$ cat config.mk
export PLATFORM = sky130hd
export DESIGN_NAME = seg7_to_binary
export DESIGN_NICKNAME = d
export VERILOG_FILES = /design/src/rtl/seg7_to_binary.sv
export SDC_FILE = /design/constraint.sdc
export NUM_CORES = 1
export LEC_CHECK = 0
export ABC_AREA = 1
export CAP_MARGIN = 25
export CORE_UTILIZATION = 25
export CTS_CLUSTER_DIAMETER = 80
export DETAILED_ROUTE_END_ITERATION = 10
export DONT_BUFFER_PORTS = 1
export GPL_TIMING_DRIVEN = 1
export PLACE_DENSITY = 0.35
export RECOVER_POWER = 25
export SLEW_MARGIN = 0
export SYNTH_ARGS = -nofsm -noshare
export SYNTH_HDL_FRONTEND = slang
export SYNTH_SLANG_ARGS = --single-unit
$ cat constraint.sdc
create_clock -name clk -period 3 [get_ports clk]
set_input_delay 0.6 -clock clk [delete_from_list [all_inputs] [get_ports clk]]
set_output_delay 0.6 -clock clk [all_outputs]
set_load 0.1 [all_outputs]
$ cat src/rtl/seg7_to_binary.sv
// -----------------------------------------------------------------------------
// seg7_to_binary
// Reads back three 7-segment digit patterns (hundreds, tens, units) and returns
// the 8-bit binary value they display. Fixed 4-cycle latency from the start
// edge to the valid pulse, including error cases.
//
// Ports:
//   clk        rising-edge clock
//   rst        asynchronous active-high reset
//   start      conversion request, sampled only in IDLE
//   seg_h/t/u  digit segments {a,b,c,d,e,f,g}, active-high
//   busy       high from the accepting edge until the valid edge
//   valid      one-cycle result pulse
//   value      converted result (0 on pattern error, 8'hFF on overflow)
//   err_seg    at least one digit pattern invalid
//   err_range  decoded number above 255
//   bad_digit  per-digit invalid flags {h,t,u}
// -----------------------------------------------------------------------------
module seg7_to_binary #(
    parameter bit ACCEPT_BLANK = 1'b1
) (
    input  logic       clk,
    input  logic       rst,
    input  logic       start,
    input  logic [6:0] seg_h,
    input  logic [6:0] seg_t,
    input  logic [6:0] seg_u,
    output logic       busy,
    output logic       valid,
    output logic [7:0] value,
    output logic       err_seg,
    output logic       err_range,
    output logic [2:0] bad_digit
);

    localparam int unsigned SEG_W = 7;
    localparam int unsigned BCD_W = 4;
    localparam int unsigned ACC_W = 10;
    localparam int unsigned VAL_W = 8;
    localparam logic [ACC_W-1:0] VAL_MAX = ACC_W'(255);

    typedef enum logic [2:0] {
        S_IDLE   = 3'd0,
        S_DECODE = 3'd1,
        S_ACC1   = 3'd2,
        S_ACC2   = 3'd3,
        S_DONE   = 3'd4
    } state_t;

    state_t state_q, state_d;

    logic [SEG_W-1:0] seg_h_q, seg_h_d, seg_t_q, seg_t_d, seg_u_q, seg_u_d;
    logic [BCD_W-1:0] dig_h_q, dig_h_d, dig_t_q, dig_t_d, dig_u_q, dig_u_d;
    logic [2:0]       bad_q, bad_d;
    logic [ACC_W-1:0] acc_q, acc_d;
    logic             busy_q, busy_d;
    logic             valid_q, valid_d;
    logic [VAL_W-1:0] value_q, value_d;
    logic             err_seg_q, err_seg_d;
    logic             err_range_q, err_range_d;
    logic [2:0]       bad_digit_q, bad_digit_d;

    // Exact-match pattern decode; returns {invalid, bcd}. Invalid maps to 0.
    function automatic logic [BCD_W:0] seg_decode(input logic [SEG_W-1:0] seg,
                                                  input logic blank_ok);
        logic [BCD_W:0] r;
        case (seg)
            7'b1111110: r = 5'b0_0000;
            7'b0110000: r = 5'b0_0001;
            7'b1101101: r = 5'b0_0010;
            7'b1111001: r = 5'b0_0011;
            7'b0110011: r = 5'b0_0100;
            7'b1011011: r = 5'b0_0101;
            7'b1011111: r = 5'b0_0110;
            7'b1110000: r = 5'b0_0111;
            7'b1111111: r = 5'b0_1000;
            7'b1111011: r = 5'b0_1001;
            7'b0000000: r = blank_ok ? 5'b0_0000 : 5'b1_0000;
            default:    r = 5'b1_0000;
        endcase
        return r;
    endfunction

    // x*10 as shift-and-add
    function automatic logic [ACC_W-1:0] times10(input logic [ACC_W-1:0] x);
        return (x << 3) + (x << 1);
    endfunction

    // State register and datapath registers
    always_ff @(posedge clk or posedge rst) begin
        if (rst) begin
            state_q     <= S_IDLE;
            seg_h_q     <= '0;
            seg_t_q     <= '0;
            seg_u_q     <= '0;
            dig_h_q     <= '0;
            dig_t_q     <= '0;
            dig_u_q     <= '0;
            bad_q       <= '0;
            acc_q       <= '0;
            busy_q      <= 1'b0;
            valid_q     <= 1'b0;
            value_q     <= '0;
            err_seg_q   <= 1'b0;
            err_range_q <= 1'b0;
            bad_digit_q <= '0;
        end else begin
            state_q     <= state_d;
            seg_h_q     <= seg_h_d;
            seg_t_q     <= seg_t_d;
            seg_u_q     <= seg_u_d;
            dig_h_q     <= dig_h_d;
            dig_t_q     <= dig_t_d;
            dig_u_q     <= dig_u_d;
            bad_q       <= bad_d;
            acc_q       <= acc_d;
            busy_q      <= busy_d;
            valid_q     <= valid_d;
            value_q     <= value_d;
            err_seg_q   <= err_seg_d;
            err_range_q <= err_range_d;
            bad_digit_q <= bad_digit_d;
        end
    end

    // Next-state logic
    always_comb begin
        state_d = state_q;
        case (state_q)
            S_IDLE:   if (start) state_d = S_DECODE;
            S_DECODE: state_d = S_ACC1;
            S_ACC1:   state_d = S_ACC2;
            S_ACC2:   state_d = S_DONE;
            S_DONE:   state_d = S_IDLE;
            default:  state_d = S_IDLE;
        endcase
    end

    // Datapath and output next values
    always_comb begin
        logic [BCD_W:0] dec_h, dec_t, dec_u;
        seg_h_d     = seg_h_q;
        seg_t_d     = seg_t_q;
        seg_u_d     = seg_u_q;
        dig_h_d     = dig_h_q;
        dig_t_d     = dig_t_q;
        dig_u_d     = dig_u_q;
        bad_d       = bad_q;
        acc_d       = acc_q;
        busy_d      = busy_q;
        valid_d     = 1'b0;
        value_d     = value_q;
        err_seg_d   = err_seg_q;
        err_range_d = err_range_q;
        bad_digit_d = bad_digit_q;
        dec_h       = seg_decode(seg_h_q, ACCEPT_BLANK);
        dec_t       = seg_decode(seg_t_q, ACCEPT_BLANK);
        dec_u       = seg_decode(seg_u_q, 1'b0);
        case (state_q)
            S_IDLE: begin
                if (start) begin
                    seg_h_d = seg_h;
                    seg_t_d = seg_t;
                    seg_u_d = seg_u;
                    busy_d  = 1'b1;
                end
            end
            S_DECODE: begin
                dig_h_d = dec_h[BCD_W-1:0];
                dig_t_d = dec_t[BCD_W-1:0];
                dig_u_d = dec_u[BCD_W-1:0];
                bad_d   = {dec_h[BCD_W], dec_t[BCD_W], dec_u[BCD_W]};
            end
            S_ACC1: acc_d = times10(ACC_W'(dig_h_q)) + ACC_W'(dig_t_q);
            S_ACC2: acc_d = times10(acc_q) + ACC_W'(dig_u_q);
            S_DONE: begin
                valid_d = 1'b1;
                busy_d  = 1'b0;
                // Pattern errors take priority over range errors
                if (|bad_q) begin
                    value_d     = '0;
                    err_seg_d   = 1'b1;
                    err_range_d = 1'b0;
                    bad_digit_d = bad_q;
                end else if (acc_q > VAL_MAX) begin
                    value_d     = '1;
                    err_seg_d   = 1'b0;
                    err_range_d = 1'b1;
                    bad_digit_d = '0;
                end else begin
                    value_d     = acc_q[VAL_W-1:0];
                    err_seg_d   = 1'b0;
                    err_range_d = 1'b0;
                    bad_digit_d = '0;
                end
            end
            default: ;
        endcase
    end

    assign busy      = busy_q;
    assign valid     = valid_q;
    assign value     = value_q;
    assign err_seg   = err_seg_q;
    assign err_range = err_range_q;
    assign bad_digit = bad_digit_q;

endmodule

==> out/metrics.yaml, run 1 <==
detailed_routing:
  ant_nets: 0
  viasPerCell: 4.43
  drtPass1Iterations: 4
  vias: 3020
  drc_errors: 0
  routed_wl_um: 8880
  wl_per_cell_um: 13.0
  drt_iter0_drc: 136
timing:
  final_max_slew_viol_count: 0
  hold_viol: 0
  period_share_pct: 68.9
  clock.fmax_mhz: 484
  setup_viol: 0
  slew_headroom_pct: 31.9
  layout_min_cycle_time_ns: 2.07
  fin_skew_ns: 0.00985
  layout_setup_ws_ns: 0.934
  finalSetupTns_ns: 0
  worst_pin_slew_ns: 1.02
  rsz0062_at_grt: "false"
clock_tree:
  cts_buffer_depth: 2
  cts_buffers: 9
  htree_levels: 3
  clk_pin_slew_ns: 0.06
  clock-sinks: 64
  cts.repair.resized: 0
  post_cts_buffers: 0
  ctsHoldBuffers: 0
  insertion_delay_ns: 0.34
  cts_tree: "done"
  cts_root_buffer: "clkbuf_16"
yosys:
  synth_seq_cells: 64
  syn-num-nets: 535
  syn-cell-area_sq_um: 3730
  synth_cells: 486
  synth_top_cells_by_area: "dfrtp_1 43%, nand2_1 14%, nor2_1 7.3%"
  yosys.area.top_type: "dfrtp_1"
  synth.top_cell.area_share_pct: 42.9
  avgSynthCellArea_sq_um: 7.67
  yosysUniqueCellTypes: 31
  ys_warn_count: 0
  ys_seq_area_share_pct: 42.9
power:
  irDropWorstVdd_mv: 0.332
  p_leak_nw: 2.28
  p_sw_w: 0.00231
  comb_power_share_pct: 33.0
  power_frac_seq_pct: 43.1
  p_per_area_nw_per_um2: 1140
  swShare_pct: 47.3
  p_int_w: 0.00257
  power_frac_clock_pct: 23.9
  total_power_w: 0.00487
final_layout:
  fin_nets: 542
  area_growth_pct: 14.1
  layout_common_cells: "141 x nand2_1, 74 x nor2_1, 64 x dfrtp_1"
  final_common_cell: "nand2_1"
  n_antenna_cell: 0
  utilization_pct: 29.3
  fin_area_sq_um: 4260
  drive_gt1_share_pct: 6.63
  n_fill_cell: 1633
floorplan:
  fp.dieH_um: 124
  die-area_sq_um: 15400
  die_x_um: 124
  start_util_pct: 25.7
  core_region_area_sq_um: 14500
  ios: 39
  rows: 44
global_route:
  antenna_found_initial: 0
  grt_overflow_total: 0
  grt_first_pass_wirelength_um: 14800
  grt_pass1_vias: 2962
  gr-usage-all-layers_pct: 12.9
  grt_max_degree: 41
placed_design:
  hpwlAfterDp_um: 6810
  io_buffers: 0
  gp_congestion: 0.801
  dpl_cell_area_sq_um: 3950
  pre_cts_slack_ns: 0.931
critical_path:
  end_kind: "flip-flop"
  crit_fanout: 3
  cp.required_ns: 3.27
  cp.arrival_ns: 2.34
  path_class: "reg -> reg"
  start_kind: "flip-flop"
outcome:
  status: "finished clean"
job:
  cap_violations: 0
worst_hold_path:
  worstHoldPathType: "in -> async"
-- path summary, 6_finish.rpt --
path / slack [ns] / start / cells past startpoint / endpoint
min in group clk: 0.41 / seg_u[6] / 1 / seg_u_q[6]$_DFFE_PP0P_
max in group asynchronous: 1.05 / rst / 2 / seg_h_q[3]$_DFFE_PP0P_
worst max register to register: 0.93 / acc_q[0]$_DFFE_PP0P_ / 9 / acc_q[6]$_DFFE_PP0P_
worst min register to register: 0.50 / dig_u_q[2]$_DFFE_PP0P_ / 2 / dig_u_q[2]$_DFFE_PP0P_
worst min-delay path: 0.39 / rst / 1 / bad_digit[1]$_DFFE_PP0P_
worst max-delay path: 0.93 / acc_q[0]$_DFFE_PP0P_ / 9 / acc_q[6]$_DFFE_PP0P_
-- synthesized netlist by cell type --
| library cell | n |
|---|---|
| mux2_4 | 2 |
| xor2_1 | 2 |
| ha_1 | 21 |
| nor2_2 | 1 |
| mux2_2 | 6 |
| fa_1 | 4 |
| nor3_1 | 1 |
| buf_6 | 3 |
| inv_2 | 3 |
| nor3_2 | 1 |
| nor3b_1 | 1 |
| o21ai_0 | 27 |
| a21o_1 | 1 |
| a21oi_1 | 20 |
| buf_2 | 3 |
| o211ai_1 | 3 |
| nand2_1 | 141 |
| inv_1 | 55 |
| o21a_1 | 1 |
| nor2_1 | 73 |
| nand3_1 | 30 |
| xnor2_1 | 3 |
| dfrtp_1 | 64 |
| clkbuf_1 | 2 |
| o22ai_1 | 2 |
| or2_2 | 1 |
| nand4_1 | 11 |
| or2_1 | 1 |
| o31ai_1 | 1 |
| nand3b_1 | 1 |
| nand2_2 | 1 |
-- metrics by stage --
stage / std cells / hold slack (ns)
3_3_place_gp: 666 / 0.483
5_1_grt: 682 / 0.391
2_1_floorplan: 486 / 0.444
6_report: 682 / 0.393
4_1_cts: 682 / 0.228
3_5_place_dp: 666 / 0.490
-- cells by family after synthesis --
group | count (synthesis) | share of synthesized area [%]
simple gates | 263 | 28.9
buf+inv | 66 | 7.35
flops | 64 | 42.9
compound gates | 55 | 7.85
fa+ha+maj | 25 | 9.19
mux | 8 | 2.62
xor+xnor | 5 | 1.17
-- power by group through the flow --
| stage | sequential, W | clock, W | combinational [W] |
|---|---|---|---|
| floorplan | 0.00202 | 0 | 0.00132 |
| global placement | 0.00212 | 0 | 0.00166 |
| detailed placement | 0.00213 | 0 | 0.00165 |
| CTS | 0.00212 | 0.00121 | 0.00166 |
| global route | 0.00217 | 0.00125 | 0.00190 |
| finish | 0.00210 | 0.00116 | 0.00161 |
-- cell type report --
| class | count | area [sq um] | area share (%) |
|---|---|---|---|
| Clock buffer | 11 | 253 | 5.94 |
| Clock inverter | 5 | 78.8 | 1.85 |
| Inverter | 58 | 218 | 5.11 |
| Multi-Input combinational cell | 356 | 1850 | 43.5 |
| Sequential cell | 64 | 1600 | 37.6 |
| Tap cell | 184 | 230 | 5.41 |
| Timing Repair Buffer | 4 | 23.8 | 0.558 |
-- flip-flops by register name, indices dropped and copies added, names as in the netlist --
name / flops
dig_u_q: 4
valid: 1
seg_t_q: 7
err_seg: 1
bad_digit: 3
value: 8
seg_h_q: 7
bad_q: 3
dig_h_q: 4
seg_u_q: 7
dig_t_q: 4
busy: 1
err_range: 1
state_q: 3
acc_q: 10
-- routing by layer --
layer  GRT usage, %  vias to the layer above  share of wire, %
met2           20.7                       46                46
li1               -                     1584                 -
met3           4.62                        4               4.5
met1           16.0                     1386                48
met5              0                        -                 0
met4           4.24                        0              0.87
-- worst max-delay path: stages (launching register included) --
cell	delay, ns
dfrtp_1	0.40
inv_1	0.10
fa_1	0.47
fa_1	0.48
inv_1	0.09
nand3_1	0.06
nand2_1	0.08
xor2_1	0.15
nor2_1	0.05
nor2_1	0.10
(Power assumes the default switching activity.)
==> run 2: changes to the inputs <==
==> constraint.sdc (replaced) <==
create_clock -name clk -period 1.96 [get_ports clk]
set_input_delay 0.392 -clock clk [delete_from_list [all_inputs] [get_ports clk]]
set_output_delay 0.392 -clock clk [all_outputs]
set_load 0.1 [all_outputs]
==> run 2 against run 1 <==
Against the previous run:
- critical path type unchanged
- routed wire length is 2.5% higher
- final cell count increased by 5.0%
- via count is 4.0% higher
- first-iteration DRC count decreased by 12%
- critical endpoint is now acc_q[5]$_DFFE_PP0P_
==> out/metrics.yaml, run 2 (synthesis results as in run 1) <==
outcome:
  status: "finished clean"
final_layout:
  fin_nets: 576
  n_antenna_cell: 0
  largest_register_ffs: 10
  layout_common_cells: "136 x nand2_1, 74 x nor2_1, 63 x dfrtp_1"
  utilization_pct: 32.3
  area_growth_pct: 25.9
  top_register: "acc_q"
  final_common_cell: "nand2_1"
  fin_cells: 716
  drive_gt1_share_pct: 18.4
power:
  power_frac_clock_pct: 25.6
  power_frac_seq_pct: 27.9
  p_int_w: 0.00465
  total_power_w: 0.00835
  comb_power_share_pct: 46.5
  p_per_area_nw_per_um2: 1780
  irDropWorstVdd_mv: 0.601
  swShare_pct: 44.3
  p_leak_nw: 2.46
  p_sw_w: 0.00370
detailed_routing:
  drtPass1Iterations: 4
  viasPerCell: 4.39
  vias: 3140
  ant_nets: 0
  drc_errors: 0
  drt_iter0_drc: 120
  wl_per_cell_um: 12.7
  routed_wl_um: 9110
timing:
  slew_headroom_pct: 46.7
  worst_pin_slew_ns: 0.795
  final_max_slew_viol_count: 0
  rsz0062_at_grt: "true"
  clock.fmax_mhz: 523
  whs_ns: 0.193
  finalSetupTns_ns: 0
  fin_skew_ns: 0.00771
  hold_viol: 0
  setup_viol: 0
  layout_min_cycle_time_ns: 1.91
  period_share_pct: 97.6
floorplan:
  die_x_um: 124
  rows: 44
  core_region_area_sq_um: 14500
  die-area_sq_um: 15400
  ios: 39
  start_util_pct: 25.7
  fp.dieH_um: 124
job:
  cap_violations: 0
clock_tree:
  clk_pin_slew_ns: 0.06
  cts_tree: "done"
  clock-sinks: 64
  cts_root_buffer: "clkbuf_16"
  insertion_delay_ns: 0.34
  cts_buffers: 9
  htree_levels: 3
  cts_buffer_depth: 2
critical_path:
  cp.required_ns: 2.19
  cp.arrival_ns: 2.15
  path_class: "reg -> reg"
  end_kind: "flip-flop"
  crit_fanout: 2
  start_kind: "flip-flop"
placed_design:
  hpwlAfterDp_um: 6780
  gp_congestion: 0.786
  placedCellCount: 698
  io_buffers: 0
global_route:
  antenna_found_initial: 0
  grt_busiest_layer: "met2"
  grt_pass1_vias: 3081
  met1_usage_pct: 16.7
  grt_max_degree: 48
  grt_util_met2_pct: 20.9
  grt_overflow_total: 0
  grt_first_pass_wirelength_um: 15100
  gr-usage-all-layers_pct: 13.2
  grt_use_met3_pct: 3.98
worst_hold_path:
  worstHoldPathType: "in -> reg"
[run 2: per-stage QoR]
step	cell area (sq um)	worst slack, ns
2_1_floorplan	3730	0.0172
3_3_place_gp	4190	-0.0581
3_5_place_dp	4190	-0.0652
4_1_cts	4600	0.00201
5_1_grt	4690	-0.125
6_report	4690	0.0468
[run 2: power by group through the flow]
stage                     Combinational [W]  Clock, W  Sequential (W)
after floorplan                     0.00201         0         0.00309
after global placement              0.00377         0         0.00236
after detailed placement            0.00377         0         0.00237
after CTS                           0.00379   0.00220         0.00235
after global routing                0.00436   0.00225         0.00243
final                               0.00388   0.00214         0.00233
[run 2: worst paths after layout]
| check | start | end | slack, ns | cells past startpoint |
|---|---|---|---|---|
| max | acc_q[0]$_DFFE_PP0P_ | acc_q[5]$_DFFE_PP0P_ | 0.05 | 13 |
| min | start | state_q[0]$_DFFE_PP0P_ | 0.19 | 2 |
| max reg2reg | acc_q[0]$_DFFE_PP0P_ | acc_q[5]$_DFFE_PP0P_ | 0.05 | 13 |
| min reg2reg | busy$_DFFE_PP0P_ | busy$_DFFE_PP0P_ | 0.48 | 2 |
| max in group asynchronous | rst | acc_q[4]$_DFFE_PP0P_ | 0.22 | 3 |
| min in group asynchronous | rst | seg_h_q[5]$_DFFE_PP0P_ | 0.61 | 2 |
[run 2: cell type report]
cell class              count  area, sq um
inverters                  58          219
repair buffers             38          280
flip-flops and latches     64         1600
well taps                 184          230
fillers                  1609         9840
clock inverters             7          168
clock buffers               9          225
multi-input cells         356         1970
[run 2: what timing repair did]
item | CTS | global route
endpoints found under the hold margin | 17 | 0
buffers inserted | 0 | 1
pin swaps | 6 | 13
hold buffers | 1 | 0
endpoints found under the setup margin | 6 | 6
resized for setup | 5 | 30
[run 2: critical path, stage by stage (launching register included)]
cell and delay, ns:
dfrtp_1 0.35, inv_2 0.05, fa_1 0.55, inv_1 0.05, ha_1 0.26, nand2_1 0.06
inv_2 0.07, nand2_2 0.05, nand2_2 0.07, nand2_1 0.06, nand3_2 0.06, o21ai_2 0.05
nand2_1 0.05, nand2_1 0.05
[run 2: per-layer routing]
metal,part of all wire (%),vias up
met2,46,55
met4,1.6,0
met3,4.3,9
li1,-,1644
met5,0,-
met1,48,1432
==> run 3: changes to the inputs <==
--- a/config.mk
+++ b/config.mk
@@ -7,12 +7,12 @@
 export LEC_CHECK = 0
 export ABC_AREA = 1
 export CAP_MARGIN = 25
-export CORE_UTILIZATION = 25
+export CORE_UTILIZATION = 30
 export CTS_CLUSTER_DIAMETER = 80
 export DETAILED_ROUTE_END_ITERATION = 10
 export DONT_BUFFER_PORTS = 1
 export GPL_TIMING_DRIVEN = 1
-export PLACE_DENSITY = 0.35
+export PLACE_DENSITY = 0.41
 export RECOVER_POWER = 25
 export SLEW_MARGIN = 0
 export SYNTH_ARGS = -nofsm -noshare
==> run 3 against run 2 <==
Against the previous run:
- critical path depth shrank 5
- total power shrank 8.7%
- final cell count shrank 2.1%
- sequential power is essentially flat
- clock-buffer cell count grew 5
- largest cell class unchanged
==> out/metrics.yaml, run 3 (synthesis results as in run 1) <==
timing:
  final_max_slew_viol_count: 0
  slew_headroom_pct: 38.9
  hold_viol: 0
  period_share_pct: 99.7
  rsz0062_at_grt: "true"
  layout_setup_ws_ns: 0.00647
  worst_pin_slew_ns: 0.911
  finalSetupTns_ns: 0
  fin_skew_ns: 0.00701
  setup_viol: 0
  layout_min_cycle_time_ns: 1.95
  clock.fmax_mhz: 512
job:
  cap_violations: 0
clock_tree:
  cts_tree: "done"
  clk_pin_slew_ns: 0.06
  cts_buffer_depth: 2
  insertion_delay_ns: 0.34
  cts_buffers: 9
  clock-sinks: 64
  htree_levels: 3
  cts_root_buffer: "clkbuf_16"
global_route:
  grt_pass1_vias: 3109
  gr-usage-all-layers_pct: 14.9
  grt_max_degree: 47
  antenna_found_initial: 0
  grt_first_pass_wirelength_um: 14700
  grt_overflow_total: 0
power:
  p_leak_nw: 2.43
  p_per_area_nw_per_um2: 1680
  irDropWorstVdd_mv: 0.573
  total_power_w: 0.00762
detailed_routing:
  vias: 3165
  drt_iter0_drc: 166
  drc_errors: 0
  drtPass1Iterations: 4
  routed_wl_um: 8600
  ant_nets: 0
  wl_per_cell_um: 12.3
  viasPerCell: 4.51
critical_path:
  path_class: "reg -> reg"
  cp.arrival_ns: 2.18
  crit_fanout: 4
  start_kind: "flip-flop"
  cp.required_ns: 2.19
  end_kind: "flip-flop"
final_layout:
  fin_nets: 577
  layout_common_cells: "138 x nand2_1, 74 x nor2_1, 64 x dfrtp_1"
  top_register: "acc_q"
  n_antenna_cell: 0
  final_common_cell: "nand2_1"
  drive_gt1_share_pct: 16.5
  area_growth_pct: 21.5
  fin_area_sq_um: 4530
  largest_register_ffs: 10
floorplan:
  die_x_um: 114
  start_util_pct: 30.9
  die-area_sq_um: 12900
  ios: 39
  rows: 40
  core_region_area_sq_um: 12100
  fp.dieH_um: 114
placed_design:
  pre_cts_slack_ns: -0.0865
  io_buffers: 0
  dpl_cell_area_sq_um: 4160
  gp_congestion: 0.773
  hpwlAfterDp_um: 6450
worst_hold_path:
  worstHoldPathType: "in -> reg"
outcome:
  status: "finished clean"
[run 3: cell count changes in the layout (fill, tap and decap cells not counted), sizes merged]
cell / delta
bufinv: -5
buf: +3
clkbuf: +3
clkinv: -1
clkinvlp: +1
[run 3: worst paths after layout]
kind / startpoint / slack, ns / depth (start not counted) / end
hold / removal: start / 0.19 / 2 / state_q[0]$_DFFE_PP0P_
setup / recovery: acc_q[3]$_DFFE_PP0P_ / 0.006 / 8 / acc_q[9]$_DFFE_PP0P_
setup reg to reg: acc_q[3]$_DFFE_PP0P_ / 0.006 / 8 / acc_q[9]$_DFFE_PP0P_
min in group asynchronous: rst / 0.66 / 2 / dig_h_q[3]$_DFFE_PP0P_
max in group asynchronous: rst / 0.59 / 3 / err_seg$_DFFE_PP0P_
hold reg to reg: bad_digit[1]$_DFFE_PP0P_ / 0.48 / 2 / bad_digit[1]$_DFFE_PP0P_
[run 3: cell type report]
| type | instances | area [sq um] |
|---|---|---|
| Sequential cell | 64 | 1600 |
| Fill cell | 1265 | 7530 |
| Timing Repair Buffer | 39 | 308 |
| Inverter | 58 | 219 |
| Tap cell | 168 | 210 |
| Clock buffer | 14 | 274 |
| Multi-Input combinational cell | 356 | 1910 |
| Clock inverter | 2 | 12.5 |
[run 3: worst max-delay path: stages, from the launching register on]
cell,delay [ns]
dfrtp_1,0.42
ha_1,0.31
ha_1,0.36
a21oi_1,0.33
nor2_1,0.07
nor2_1,0.13
nand3_1,0.09
nand3_1,0.09
nand2_1,0.05
[run 3: stage by stage]
step / hold WS (ns) / utilization, % / instances
2_1_floorplan: 0.444 / - / 486
3_5_place_dp: 0.302 / 34.5 / 680
3_3_place_gp: 0.299 / 34.5 / 680
4_1_cts: 0.175 / 37.0 / 697
6_report: 0.186 / 37.6 / 701
5_1_grt: 0.178 / 37.6 / 701
[run 3: power by group]
part | internal, W | switching [W] | total (W)
Sequential | 0.00188 | 0.000455 | 0.00233
Clock | 0.000957 | 0.000579 | 0.00154
Combinational | 0.00122 | 0.00253 | 0.00375
Total | 0.00406 | 0.00357 | 0.00762
[run 3: repair_timing]
action                                 4_1_cts  5_1_grt
pin swaps                                    3       11
gates resized for setup                      4       20
setup endpoints to repair                    5        6
buffers inserted                             0        4
endpoints found under the hold margin       18        0
hold buffers                                 1        0
[run 3: routing by layer]
layer  wire, um  part of all wire [%]  track usage, %
met2       4040                    47            24.1
met3        339                   3.9            5.31
met1       4110                    48            18.3
met5          0                     0               0
met4        100                   1.2            5.26
